$ cat src/rtl/route_compute_unit.sv
// Route-computation pipeline stage for one mesh-router input port.
// Head flits pick an output port by dimension-ordered routing; the choice is held for the packet.
module route_compute_unit #(
  parameter int X_W    = 2,
  parameter int Y_W    = 2,
  parameter int DATA_W = 32
) (
  input  logic                 clk,
  input  logic                 rst_n,
  input  logic [X_W+Y_W-1:0]   node_addr,
  input  logic                 dim_order,
  input  logic                 in_valid,
  output logic                 in_ready,
  input  logic                 in_head,
  input  logic                 in_tail,
  input  logic [X_W+Y_W-1:0]   in_dest,
  input  logic [DATA_W-1:0]    in_data,
  output logic                 out_valid,
  input  logic                 out_ready,
  output logic [2:0]           out_dir,
  output logic                 out_head,
  output logic                 out_tail,
  output logic [DATA_W-1:0]    out_data,
  output logic                 busy,
  output logic                 err
);

  localparam int A_W = X_W + Y_W;

  localparam logic [2:0] DIR_LOCAL = 3'b000;
  localparam logic [2:0] DIR_NORTH = 3'b001;
  localparam logic [2:0] DIR_SOUTH = 3'b010;
  localparam logic [2:0] DIR_EAST  = 3'b011;
  localparam logic [2:0] DIR_WEST  = 3'b100;

  typedef enum logic [0:0] {
    ST_IDLE = 1'b0,
    ST_PKT  = 1'b1
  } state_t;

  // Resolve one dimension first; fall through to the other only when the first already matches.
  function automatic logic [2:0] route_dir(
    input logic [A_W-1:0] src,
    input logic [A_W-1:0] dst,
    input logic           order
  );
    logic [X_W-1:0] sx;
    logic [X_W-1:0] dx;
    logic [Y_W-1:0] sy;
    logic [Y_W-1:0] dy;
    logic [2:0]     x_dir;
    logic [2:0]     y_dir;
    sx = src[A_W-1:Y_W];
    dx = dst[A_W-1:Y_W];
    sy = src[Y_W-1:0];
    dy = dst[Y_W-1:0];
    if (dx > sx) begin
      x_dir = DIR_SOUTH;
    end else if (dx < sx) begin
      x_dir = DIR_NORTH;
    end else begin
      x_dir = DIR_LOCAL;
    end
    if (dy > sy) begin
      y_dir = DIR_WEST;
    end else if (dy < sy) begin
      y_dir = DIR_EAST;
    end else begin
      y_dir = DIR_LOCAL;
    end
    if (order == 1'b0) begin
      route_dir = (y_dir != DIR_LOCAL) ? y_dir : x_dir;
    end else begin
      route_dir = (x_dir != DIR_LOCAL) ? x_dir : y_dir;
    end
  endfunction

  state_t              state_r;
  state_t              state_nxt_s;
  logic                out_valid_r;
  logic [2:0]          out_dir_r;
  logic                out_head_r;
  logic                out_tail_r;
  logic [DATA_W-1:0]   out_data_r;
  logic                err_r;
  logic [2:0]          held_dir_r;

  logic                accept_s;
  logic [2:0]          head_dir_s;
  logic                load_s;
  logic [2:0]          load_dir_s;
  logic                err_nxt_s;
  logic [2:0]          held_nxt_s;

  assign in_ready   = !out_valid_r || out_ready;
  assign accept_s   = in_valid && in_ready;
  assign head_dir_s = route_dir(node_addr, in_dest, dim_order);

  // State register.
  always_ff @(posedge clk or negedge rst_n) begin
    if (!rst_n) begin
      state_r <= ST_IDLE;
    end else begin
      state_r <= state_nxt_s;
    end
  end

  // Next-state: a head opens a packet unless it is also the tail; a tail closes it.
  always_comb begin
    state_nxt_s = state_r;
    if (!accept_s) begin
      state_nxt_s = state_r;
    end else if (in_head) begin
      state_nxt_s = in_tail ? ST_IDLE : ST_PKT;
    end else begin
      case (state_r)
        ST_PKT:  state_nxt_s = in_tail ? ST_IDLE : ST_PKT;
        ST_IDLE: state_nxt_s = ST_IDLE;
        default: state_nxt_s = ST_IDLE;
      endcase
    end
  end

  // Output decode: what to load into the output register and whether to flag a framing error.
  always_comb begin
    load_s      = 1'b0;
    load_dir_s  = held_dir_r;
    err_nxt_s   = 1'b0;
    held_nxt_s  = held_dir_r;
    if (accept_s && in_head) begin
      load_s     = 1'b1;
      load_dir_s = head_dir_s;
      held_nxt_s = head_dir_s;
      err_nxt_s  = (state_r == ST_PKT);
    end else if (accept_s) begin
      case (state_r)
        ST_PKT: begin
          load_s     = 1'b1;
          load_dir_s = held_dir_r;
        end
        ST_IDLE: begin
          err_nxt_s = 1'b1;
        end
        default: begin
          err_nxt_s = 1'b1;
        end
      endcase
    end else begin
      load_s = 1'b0;
    end
  end

  // Output pipeline register, held route and error pulse.
  always_ff @(posedge clk or negedge rst_n) begin
    if (!rst_n) begin
      out_valid_r <= 1'b0;
      out_dir_r   <= 3'b000;
      out_head_r  <= 1'b0;
      out_tail_r  <= 1'b0;
      out_data_r  <= {DATA_W{1'b0}};
      err_r       <= 1'b0;
      held_dir_r  <= 3'b000;
    end else begin
      err_r      <= err_nxt_s;
      held_dir_r <= held_nxt_s;
      if (load_s) begin
        out_valid_r <= 1'b1;
        out_dir_r   <= load_dir_s;
        out_head_r  <= in_head;
        out_tail_r  <= in_tail;
        out_data_r  <= in_data;
      end else if (out_ready) begin
        out_valid_r <= 1'b0;
      end
    end
  end

  assign out_valid = out_valid_r;
  assign out_dir   = out_dir_r;
  assign out_head  = out_head_r;
  assign out_tail  = out_tail_r;
  assign out_data  = out_data_r;
  assign err       = err_r;
  assign busy      = (state_r == ST_PKT);

endmodule
$ cat config.mk
export PLATFORM = sky130hd
export DESIGN_NAME = route_compute_unit
export DESIGN_NICKNAME = d
export VERILOG_FILES = /design/src/rtl/route_compute_unit.sv
export SDC_FILE = /design/constraint.sdc
export NUM_CORES = 1
export LEC_CHECK = 0
export ABC_AREA = 1
export CELL_PAD_IN_SITES_DETAIL_PLACEMENT = 0
export CELL_PAD_IN_SITES_GLOBAL_PLACEMENT = 1
export CORE_MARGIN = 2
export CORE_UTILIZATION = 38
export DETAILED_ROUTE_END_ITERATION = 8
export DONT_BUFFER_PORTS = 1
export PLACE_DENSITY_LB_ADDON = 0.1
export SYNTH_ARGS = -nofsm -noshare
export SYNTH_HDL_FRONTEND = slang
export SYNTH_SLANG_ARGS = --single-unit
$ cat constraint.sdc
create_clock -name clk -period 1.86 [get_ports clk]
set_input_delay 0.372 -clock clk [delete_from_list [all_inputs] [get_ports clk]]
set_output_delay 0.372 -clock clk [all_outputs]
set_load 0.005 [all_outputs]
==> summary.txt <==
Clocking
  – Longest Clk Path Bufs: 2
  – Root buf cell: clkbuf_8
  – Cts hold-fix bufs: 2
  – Clk_lat worst skew: around 0.29 ns
  – Post-CTS Setup Bufs: 0
  – Clock Sink Count: 43
  – Clk pin slew, worst setup/hold paths: ~0.08 ns
  – CTS buffer count: 5
  – CTS tree: done
  – Post-CTS sizing: 0
  – H-tree levels: 2

Placed design
  – PortBufs: 0
  – Cell count after placement: 277
  – Area after DPL: between 1500 and 2000 um2
  – DPL Wire Length: 2670 um
  – Place WS: between 0.3 and 0.4 ns
  – Gp weighted congestion: about 0.76

Power and ir drop
  – Max VDD drop: ~410 uV
  – Static Leak: between 1 and 1.5 nW
  – PD cells: 1100 nW/um2

Die
  – Die H: roughly 74 um
  – Area of the core: 4720 um2
  – Die Footprint: between 5000 and 6000 um2
  – I/O Pins: between 80 and 90
  – Initial core utilization: 39.2%
  – Die width: between 70 and 80 um
  – Row count: 25

Yosys
  – Multiplexer share of the synthesized area: 0%
  – Syn_nets: between 200 and 300
  – Main combinational cell family by area after synthesis: simple AND/OR/NAND/NOR gates
  – Synthesized area per cell: between 8 and 9 um2
  – #FFs+latches synth: 43
  – Mapped Area: between 1500 and 2000 um2
  – Post-synth cell types: 19
  – Synth Area in XOR/XNOR: 0%
  – Synth Area in Compound Gates: about 2.4%
  – Seq/Total Area, Yosys: between 50% and 60%
  – Cell count after synthesis: ~220
  – Simple-Gate Fraction of Synth Area: a little under a third
  – Ys Warns: 0
  – Post-Synth Adder-Cell Area: 2.71%

Detailed routing
  – Drt pass-1 iters: 4
  – Final wirelength: between 3000 and 4000 um
  – Via Count: 1344
  – DRC viols: 0
  – DR vias/cell: roughly 4.7
  – Iteration-0 DRC Markers: 29
  – Final ANT Viol Nets: 0
  – Drt wl/cell: 13.1 um

Job
  – MaxCap Viol Count: 0

Setup path
  – Crit path max fanout: 36
  – WP data arrival: about 1.6 ns
  – Critical path type: reg2reg
  – Worst Path Required: 2.09 ns
  – Setup crit end kind: flip-flop
  – CP Launch Type: flip-flop

Final layout
  – Final layout net count: between 200 and 300
  – Ratio of cells with drive above 1 in the final layout: about 8.2%
  – # fillers: between 400 and 500
  – Final std cells w/o fill: around 290
  – Area growth syn-to-layout: 8.39%
  – Final Util: a little over two fifths
  – Commonest cells after routing, fill and taps aside: nand2_1 (129), dfrtp_1 (43), inv_1 (13), clkbuf_8 (5)
  – Number of diodes: 0
  – Final Cell Area: roughly 2000 um2
  – Commonest non-fill, non-tap cell in the layout: nand2_1

STA
  – FMAX: around 730 MHz
  – Worst-margin pin slew: around 0.35 ns
  – Hold Violations, Final: 0
  – Final setup fails: 0
  – Slew HR: ~76%
  – Final setup skew: 0.00425 ns
  – Period utilization: roughly three quarters
  – Slew Viols, Final: 0
  – Post-Route Setup TNS: 0 ns
  – RSZ-0062 raised after global routing: false
  – Slack of the critical path: between 0.4 and 0.5 ns
  – Tmin final: 1.37 ns

Global routing
  – Global-route wire length before repair: slightly above 6000 um
  – Grt ovf: 0
  – Tot GR Track Use: ~15%
  – Largest net degree at the start of global routing: between 40 and 50
  – Initial antenna violation count: 0
  – Vias in the first global route: about 1300

Worst hold path
  – Worst hold-check path type: in2reg

Outcome
  – Result of the run: complete, no violations
final timing paths:
kind,startpoint,endpoint,slack [ns],cells past startpoint
max in group asynchronous,rst_n,out_dir[0],1.08,2
setup reg to reg,out_valid,out_data[21],0.49,7
min in group asynchronous,rst_n,out_head,0.57,2
hold / removal,in_tail,busy,0.18,1
setup / recovery,out_valid,out_data[21],0.49,7
hold reg to reg,held_dir_r[2],held_dir_r[2],0.48,2
Yosys cell counts (all sizes together):
| cell type | count | area (um2) |
|---|---|---|
| buf | 7 | 55.1 |
| ha | 4 | 50.1 |
| dfrtp | 43 | 1080 |
| nand3 | 3 | 15.0 |
| o22ai | 1 | 6.26 |
| nand2 | 133 | 524 |
| o21ai | 1 | 8.76 |
| inv | 16 | 62.6 |
| nand3b | 1 | 7.51 |
| a21oi | 5 | 28.8 |
| nor2 | 2 | 15.0 |
report_power, final:
part / leakage (nW) / total, mW / switching [mW] / internal [mW]
Combinational: 0.541 / 0.345 / 0.218 / 0.127
Sequential: 0.534 / 1.30 / 0.162 / 1.14
Clock: 0.0422 / 0.557 / 0.293 / 0.264
per-layer routing:
metal	share of wire, %	track usage, %
met5	0	0
met4	1.1	5.86
met3	7.8	4.80
met2	52	24.8
met1	39	17.4
sequential cells by signal, indices dropped and copies added (netlist names):
name	count
busy	1
err	1
held_dir_r	3
out_data	32
out_dir	3
out_head	1
out_tail	1
out_valid	1
worst max-delay path, cell delays in order (launching register included):
cell	delay, ns
dfrtp_1	0.43
nand2_4	0.11
nand2_4	0.07
inv_2	0.07
nand2_4	0.13
inv_4	0.32
nand2_1	0.11
nand2_1	0.07
cell families (layout without fill, tap and decap cells):
family | Yosys count | in the layout
buf+inv | 23 | 27
flops | 43 | 43
compound gates | 7 | 7
fa+ha+maj | 4 | 4
simple gates | 139 | 139
cell type report:
cell class	count	area, um2	share of cell area [%]
well taps	67	83.8	4.18
multi-input cells	150	656	32.7
clock inverters	1	5.00	0.250
repair buffers	3	45.0	2.25
clock buffers	7	76.3	3.81
flip-flops and latches	43	1080	53.7
inverters	16	62.6	3.12
metrics by stage:
stage / hold slack (ns) / power, mW
2_1_floorplan: 0.0764 / 1.56
3_3_place_gp: 0.0776 / 1.63
3_5_place_dp: 0.0778 / 1.65
4_1_cts: 0.164 / 2.24
5_1_grt: 0.170 / 2.37
6_report: 0.175 / 2.20
Power figures use the tool's default switching activity.
